===== config.mk =====
export PLATFORM = sky130hd
export DESIGN_NAME = tcdm_copy_initiator_flat
export DESIGN_NICKNAME = d
export VERILOG_FILES = /design/src/rtl/tcdm_copy_initiator_if.sv /design/src/rtl/tcdm_copy_initiator.sv /design/src/flat_wrapper.sv
export SDC_FILE = /design/constraint.sdc
export NUM_CORES = 1
export LEC_CHECK = 0
export BUFFER_PORTS_ARGS = -buffer_cell sky130_fd_sc_hd__buf_4
export CELL_PAD_IN_SITES_DETAIL_PLACEMENT = 0
export CELL_PAD_IN_SITES_GLOBAL_PLACEMENT = 2
export CORE_MARGIN = 5
export CORE_UTILIZATION = 42
export DETAILED_ROUTE_END_ITERATION = 10
export GPL_ROUTABILITY_DRIVEN = 0
export GPL_TIMING_DRIVEN = 0
export PLACE_DENSITY = 0.93
export SETUP_SLACK_MARGIN = 0.5
export SYNTH_ARGS = -nofsm -noshare
export SYNTH_HDL_FRONTEND = slang
export SYNTH_SLANG_ARGS = --single-unit

===== constraint.sdc =====
create_clock -name clk_i -period 5.9 [get_ports clk_i]
set_input_delay 0.59 -clock clk_i [delete_from_list [all_inputs] [get_ports clk_i]]
set_output_delay 0.59 -clock clk_i [all_outputs]
set_load 0.005 [all_outputs]

===== src/rtl/tcdm_copy_initiator_if.sv =====
// TCDM initiator-port bundle: one request channel plus its fixed-latency response channel.
interface tcdm_copy_initiator_if #(
  parameter int ADDR_WIDTH = 32
);
  logic                  req;
  logic [ADDR_WIDTH-1:0] add;
  logic                  wen;
  logic [31:0]           wdata;
  logic [3:0]            be;
  logic                  gnt;
  logic                  r_valid;
  logic [31:0]           r_rdata;

  modport master (output req, add, wen, wdata, be, input gnt, r_valid, r_rdata);
  modport slave  (input req, add, wen, wdata, be, output gnt, r_valid, r_rdata);
endinterface


===== src/rtl/tcdm_copy_initiator.sv =====
// Word-by-word block copy over a single TCDM initiator port: reads fill a small
// FIFO, writes drain it, with read issue throttled by FIFO credits.
module tcdm_copy_initiator #(
  parameter int BUF_DEPTH  = 4,
  parameter int LEN_WIDTH  = 16,
  parameter int ADDR_WIDTH = 32
) (
  input  logic                  clk_i,
  input  logic                  rst_ni,
  input  logic                  start_i,
  input  logic [ADDR_WIDTH-1:0] src_addr_i,
  input  logic [ADDR_WIDTH-1:0] dst_addr_i,
  input  logic [LEN_WIDTH-1:0]  len_i,
  output logic                  busy_o,
  output logic                  done_o,
  output logic                  err_o,
  tcdm_copy_initiator_if.master tcdm
);

  localparam int PTR_W = $clog2(BUF_DEPTH);
  localparam int CNT_W = PTR_W + 1;
  localparam int CTR_W = LEN_WIDTH + 1;
  localparam logic [CNT_W:0]        DEPTH_C   = (CNT_W+1)'(BUF_DEPTH);
  localparam logic [ADDR_WIDTH-1:0] ALIGN_MSK = ~ADDR_WIDTH'(3);
  localparam logic [ADDR_WIDTH-1:0] WORD_INC  = ADDR_WIDTH'(4);

  typedef enum logic [1:0] {S_IDLE, S_COPY, S_WAIT, S_DONE} state_t;

  state_t                state_reg;
  logic [ADDR_WIDTH-1:0] src_ptr_reg, dst_ptr_reg;
  logic [CTR_W-1:0]      len_reg, reads_issued_reg, writes_granted_reg, writes_acked_reg;
  logic                  resp_vld_reg, resp_rd_reg;
  logic [31:0]           fifo_mem [BUF_DEPTH];
  logic [PTR_W-1:0]      fifo_wr_ptr_reg, fifo_rd_ptr_reg;
  logic [CNT_W-1:0]      fifo_count_reg;
  logic                  req_reg, wen_reg;
  logic [ADDR_WIDTH-1:0] add_reg;
  logic [31:0]           wdata_reg;
  logic                  busy_reg, done_reg, err_reg;

  logic             granted, rd_granted, wr_granted;
  logic             rsp_rd, rsp_wr, rsp_spurious;
  logic             fifo_push, fifo_pop;
  logic             can_issue, issue_wr, issue_rd;
  logic             last_wr_grant, last_wr_ack;
  logic [CNT_W:0]   credit_sum;

  assign granted      = req_reg & tcdm.gnt;
  assign rd_granted   = granted & wen_reg;
  assign wr_granted   = granted & ~wen_reg;
  assign rsp_rd       = tcdm.r_valid & resp_vld_reg & resp_rd_reg;
  assign rsp_wr       = tcdm.r_valid & resp_vld_reg & ~resp_rd_reg;
  assign rsp_spurious = tcdm.r_valid & ~resp_vld_reg;
  assign fifo_push    = rsp_rd;

  // Credits cover buffered words, the word landing now and the read granted now.
  assign credit_sum = {1'b0, fifo_count_reg} + (CNT_W+1)'(fifo_push) + (CNT_W+1)'(rd_granted);
  assign can_issue  = (state_reg == S_COPY) && (!req_reg || tcdm.gnt);
  assign issue_wr   = can_issue && (fifo_count_reg != '0);
  assign issue_rd   = can_issue && !issue_wr && (reads_issued_reg < len_reg) && (credit_sum < DEPTH_C);
  assign fifo_pop   = issue_wr;

  assign last_wr_grant = wr_granted && ((writes_granted_reg + CTR_W'(1)) == len_reg);
  assign last_wr_ack   = rsp_wr && ((writes_acked_reg + CTR_W'(1)) == len_reg);

  always_ff @(posedge clk_i) begin
    if (fifo_push) fifo_mem[fifo_wr_ptr_reg] <= tcdm.r_rdata;
  end

  always_ff @(posedge clk_i or negedge rst_ni) begin
    if (!rst_ni) begin
      state_reg          <= S_IDLE;
      src_ptr_reg        <= '0;
      dst_ptr_reg        <= '0;
      len_reg            <= '0;
      reads_issued_reg   <= '0;
      writes_granted_reg <= '0;
      writes_acked_reg   <= '0;
      resp_vld_reg       <= 1'b0;
      resp_rd_reg        <= 1'b0;
      fifo_wr_ptr_reg    <= '0;
      fifo_rd_ptr_reg    <= '0;
      fifo_count_reg     <= '0;
      req_reg            <= 1'b0;
      wen_reg            <= 1'b1;
      add_reg            <= '0;
      wdata_reg          <= '0;
      busy_reg           <= 1'b0;
      done_reg           <= 1'b0;
      err_reg            <= 1'b0;
    end else begin
      resp_vld_reg <= granted;
      resp_rd_reg  <= wen_reg;
      done_reg     <= 1'b0;

      if (fifo_push) fifo_wr_ptr_reg <= fifo_wr_ptr_reg + PTR_W'(1);
      if (fifo_pop)  fifo_rd_ptr_reg <= fifo_rd_ptr_reg + PTR_W'(1);
      case ({fifo_push, fifo_pop})
        2'b10:   fifo_count_reg <= fifo_count_reg + CNT_W'(1);
        2'b01:   fifo_count_reg <= fifo_count_reg - CNT_W'(1);
        default: fifo_count_reg <= fifo_count_reg;
      endcase

      if (wr_granted) writes_granted_reg <= writes_granted_reg + CTR_W'(1);
      if (rsp_wr)     writes_acked_reg   <= writes_acked_reg + CTR_W'(1);

      // A request stays registered until granted; the next one is loaded in the grant cycle.
      if (issue_wr) begin
        req_reg     <= 1'b1;
        wen_reg     <= 1'b0;
        add_reg     <= dst_ptr_reg;
        wdata_reg   <= fifo_mem[fifo_rd_ptr_reg];
        dst_ptr_reg <= dst_ptr_reg + WORD_INC;
      end else if (issue_rd) begin
        req_reg          <= 1'b1;
        wen_reg          <= 1'b1;
        add_reg          <= src_ptr_reg;
        src_ptr_reg      <= src_ptr_reg + WORD_INC;
        reads_issued_reg <= reads_issued_reg + CTR_W'(1);
      end else if (granted) begin
        req_reg <= 1'b0;
        wen_reg <= 1'b1;
      end

      case (state_reg)
        S_IDLE: begin
          if (start_i) begin
            src_ptr_reg        <= src_addr_i & ALIGN_MSK;
            dst_ptr_reg        <= dst_addr_i & ALIGN_MSK;
            len_reg            <= CTR_W'(len_i);
            reads_issued_reg   <= '0;
            writes_granted_reg <= '0;
            writes_acked_reg   <= '0;
            err_reg            <= 1'b0;
            if (len_i != '0) begin
              state_reg <= S_COPY;
              busy_reg  <= 1'b1;
            end else begin
              state_reg <= S_DONE;
            end
          end
        end
        S_COPY: begin
          if (rsp_spurious)  err_reg   <= 1'b1;
          if (last_wr_grant) state_reg <= S_WAIT;
        end
        S_WAIT: begin
          if (rsp_spurious) err_reg <= 1'b1;
          if (last_wr_ack) begin
            state_reg <= S_DONE;
            busy_reg  <= 1'b0;
          end
        end
        S_DONE: begin
          done_reg  <= 1'b1;
          state_reg <= S_IDLE;
        end
        default: state_reg <= S_IDLE;
      endcase
    end
  end

  assign tcdm.req   = req_reg;
  assign tcdm.add   = add_reg;
  assign tcdm.wen   = wen_reg;
  assign tcdm.wdata = wdata_reg;
  assign tcdm.be    = 4'hF;
  assign busy_o     = busy_reg;
  assign done_o     = done_reg;
  assign err_o      = err_reg;

  a_no_fifo_overflow: assert property (@(posedge clk_i) disable iff (!rst_ni)
    !(fifo_push && !fifo_pop && (fifo_count_reg == CNT_W'(BUF_DEPTH))));

endmodule


===== src/flat_wrapper.sv =====
// flat-port wrapper written by rule: the top's interface ports become plain ports
module tcdm_copy_initiator_flat 
#(
  parameter int BUF_DEPTH  = 4,
  parameter int LEN_WIDTH  = 16,
  parameter int ADDR_WIDTH = 32
)
  (clk_i, rst_ni, start_i, src_addr_i, dst_addr_i, len_i, busy_o, done_o, err_o, tcdm_req, tcdm_add, tcdm_wen, tcdm_wdata, tcdm_be, tcdm_gnt, tcdm_r_valid, tcdm_r_rdata);
  tcdm_copy_initiator_if #(.ADDR_WIDTH(ADDR_WIDTH)) tcdm_i ();
  input  logic clk_i;
  input  logic rst_ni;
  input  logic start_i;
  input  logic [ADDR_WIDTH-1:0] src_addr_i;
  input  logic [ADDR_WIDTH-1:0] dst_addr_i;
  input  logic [LEN_WIDTH-1:0] len_i;
  output logic busy_o;
  output logic done_o;
  output logic err_o;
  output wire logic [$bits(tcdm_i.req)-1:0] tcdm_req;
  output wire logic [$bits(tcdm_i.add)-1:0] tcdm_add;
  output wire logic [$bits(tcdm_i.wen)-1:0] tcdm_wen;
  output wire logic [$bits(tcdm_i.wdata)-1:0] tcdm_wdata;
  output wire logic [$bits(tcdm_i.be)-1:0] tcdm_be;
  input wire logic [$bits(tcdm_i.gnt)-1:0] tcdm_gnt;
  input wire logic [$bits(tcdm_i.r_valid)-1:0] tcdm_r_valid;
  input wire logic [$bits(tcdm_i.r_rdata)-1:0] tcdm_r_rdata;
  assign tcdm_req = tcdm_i.req;
  assign tcdm_add = tcdm_i.add;
  assign tcdm_wen = tcdm_i.wen;
  assign tcdm_wdata = tcdm_i.wdata;
  assign tcdm_be = tcdm_i.be;
  assign tcdm_i.gnt = tcdm_gnt;
  assign tcdm_i.r_valid = tcdm_r_valid;
  assign tcdm_i.r_rdata = tcdm_r_rdata;
  tcdm_copy_initiator #(.BUF_DEPTH(BUF_DEPTH), .LEN_WIDTH(LEN_WIDTH), .ADDR_WIDTH(ADDR_WIDTH)) u_core (.clk_i(clk_i), .rst_ni(rst_ni), .start_i(start_i), .src_addr_i(src_addr_i), .dst_addr_i(dst_addr_i), .len_i(len_i), .busy_o(busy_o), .done_o(done_o), .err_o(err_o), .tcdm(tcdm_i));
endmodule

==> flow_summary_export.csv <==
group,metric,value,unit
routing,drt_iter0_drc,730,
timing,post-route-period-util,64.5,%
finish,nets,1732,
power,p_per_area,462,nW/um^2
clock_tree,clk_path_buf_depth,3,
place,dpl.hpwl,29700,microns
global_route,grt_pass1_wl,66900,microns
worst_setup_path,rr_endpoint,"u_core.fifo_count_reg[2]",
worst_setup_path,end_kind,"flip-flop",
clock_tree,post_cts_resize_count,0,
floorplanning,fp.dieW,205,microns
finish,register_area,9000,sq um
timing,fin_ws,2.10,ns
routing,ant_nets,0,
clock_tree,clock_latency,0.55,ns
routing,num_vias,11542,
worst_setup_path,critPathRequiredTime,6.36,ns
timing,hold_violations,0,
worst_setup_path,r2r_slack,2.10,ns
floorplanning,die_area,42100,sq um
yosys,synth.avg_cell_area,11.8,sq um
power,ir_worst_vdd,0.000308,V
place,placed_area,18100,sq um
clock_tree,holdBufCountCts,0,
yosys,syn_inst,1358,
min_path,hp-class,"primary input to async pin",
global_route,antenna_found_initial,0,
yosys,synth_cell_type_count,77,
yosys,ys_ff_latch,334,
clock_tree,clock-sinks,334,
timing,fmax,263,MHz
floorplanning,io_pins,190,
floorplanning,core_area,37700,sq um
routing,vias_per_cell,5.43,
routing,wl_per_cell,20.1,microns
yosys,yosys_warnings,0,
worst_setup_path,r2r_cells,13,
worst_setup_path,critical_path_class,"flip-flop to flip-flop",
timing,worstMarginPinSlew,0.925,ns
clock_tree,post_cts_buffers,0,
timing,finalMaxSlewViolations,0,
finish,final_cell_mix,"205 x dfrtp_1, 188 x buf_4, 128 x edfxtp_1",
global_route,grt_pass1_vias,11771,
routing,drtPass1Iterations,5,
routing,wl,42700,microns
finish,filler_cell_count,3378,
global_route,grt_max_degree,116,
power,p_total,8.98,mW
finish,layout-drive-gt1-share,22.4,%
place,place_ws,2.09,ns
finish,diodes,0,
power,power.leakage,7.89,nW
yosys,syn_area,16000,sq um
timing,period_needed,3.80,ns
global_route,track_usage,20.3,%
yosys,ys.flop_type,"dfrtp_1",
flow_run,max-cap-violations,0,
timing,fin_worst_skew,0.0118,ns
clock_tree,cts_made_buffers,38,
timing,relSlewSlack,38.3,%
place,dp.cells,2054,
yosys,ys_seq_area_share,56.2,%
global_route,grt_overflow,0,
worst_setup_path,critPathMaxFanout,10,
finish,final_area,19400,sq um
clock_tree,htree_levels,2,
worst_setup_path,rr_startpoint,"u_core.state_reg[1]",
worst_setup_path,worstPathArrival,4.27,ns
worst_setup_path,start_kind,"flip-flop",
clock_tree,path_clk_slew,0.06,ns
yosys,synth-edff-count,128,
timing,tns,0,ns
place,portBuffers,181,
floorplanning,fp-row-count,71,
routing,drc_errors,0,
finish,largest_reg_flops,128,
timing,finalSetupViolCount,0,
floorplanning,die_y,205,microns
yosys,async_flop_share,61.7,%
finish,fin_cells,2124,
clock_tree,cts_root_buf,"clkbuf_16",
floorplanning,initial_core_util,42.5,%
clock_tree,cts_tree,"built",
run_status,status,"finished clean",
worst_setup_path,cp-startpoint,"u_core.state_reg[1]",
timing,rsz0062_at_grt,"false",
finish,area_growth_syn_to_layout,21.2,%
finish,multi_input_comb_area,6490,sq um
finish,layout_commonest_cell,"dfrtp_1",
final cells by class:
| type | instances | share of cell area [%] |
|---|---|---|
| inverters | 43 | 0.832 |
| clock buffers | 46 | 5.26 |
| repair buffers | 182 | 7.18 |
| multi-input cells | 904 | 33.4 |
| plain buffers | 80 | 1.93 |
| clock inverters | 24 | 1.70 |
| flip-flops and latches | 334 | 46.4 |
| well taps | 511 | 3.29 |
where the power goes:
part / total (mW) / internal, mW / switching (mW)
Combinational: 2.88 / 1.39 / 1.49
Sequential: 3.56 / 2.99 / 0.568
Clock: 2.54 / 1.55 / 0.987
kinds of logic (layout without fill, tap and decap cells):
family	count (synthesis)	count (layout)	share of synthesized area (%)
flops	334	334	56.2
mux	68	68	7.00
fa+ha+maj	32	32	2.55
buf+inv	123	375	3.34
simple gates	415	415	13.3
xor+xnor	115	115	6.29
other cells	1	4	0.0234
compound gates	270	270	11.3
cells in the mapped netlist, types with 3 or more instances:
master     count  area, sq um
and4_1        10         87.6
a31oi_1       21          131
dfrtp_1      205         5130
clkbuf_1      48          180
o2111ai_1     12          105
ha_1          31          388
or4_1         17          128
a22o_1        26          228
and2_1        10         62.6
inv_1         43          161
a21o_1        34          255
xor2_1        61          534
o21ai_1        4         20.0
mux2_2        32          360
nor4_1        11         68.8
nor2b_1        4         25.0
o31ai_1       18          135
nand4_1       25          156
a21oi_1       39          195
mux4_2        32          721
nand3_1       39          195
edfxtp_1     128         3840
xnor2_1       54          473
nor4_2         3         37.5
o21ai_0       83          415
nand2b_1       6         37.5
buf_1          8         30.0
or3_1         20          125
buf_4          8         60.1
nand3b_1       3         22.5
nor3b_1        3         22.5
mux2i_1        4         40.0
o211ai_1       5         37.5
nand2_1      121          454
nor3_1        16         80.1
nor2_1        90          338
a221o_1        5         50.1
buf_2         11         55.1
and3_1        21          131
or2_2          4         25.0
per-stage QoR:
stage               util, %  hold slack [ns]
global route           51.5           0.0843
CTS                    51.5           0.0844
detailed placement     48.0            0.455
floorplan                 -            0.294
global placement       47.8            0.459
finish                 51.5           0.0441
worst max path at each step:
stage / endpoint / cells past startpoint
2_1_floorplan: u_core.fifo_count_reg[2] / 11
3_3_place_gp: u_core.fifo_count_reg[2] / 13
3_5_place_dp: u_core.fifo_count_reg[2] / 13
4_1_cts: u_core.fifo_count_reg[2] / 13
5_1_grt: u_core.fifo_count_reg[2] / 13
6_report: u_core.fifo_count_reg[2] / 13
per-layer routing:
metal / vias to the layer above / GRT usage [%] / share of wire [%]
met5: - / 0 / 0
met3: 55 / 4.32 / 6.4
met1: 5731 / 29.0 / 45
met4: 0 / 5.00 / 2.2
met2: 321 / 31.9 / 46
li1: 5435 / - / -
worst max-delay path, stage by stage (launching register included):
cell and delay (ns):
dfrtp_1 0.40, inv_1 0.12, ha_1 0.28, inv_1 0.16
nor3b_1 0.21, buf_2 0.28, clkbuf_1 0.42, buf_1 0.67
ha_1 0.32, inv_1 0.07, fa_1 0.37, xor2_1 0.15
nor2_1 0.12, xor2_1 0.18
Note: power is estimated with default switching activity, not from simulation.
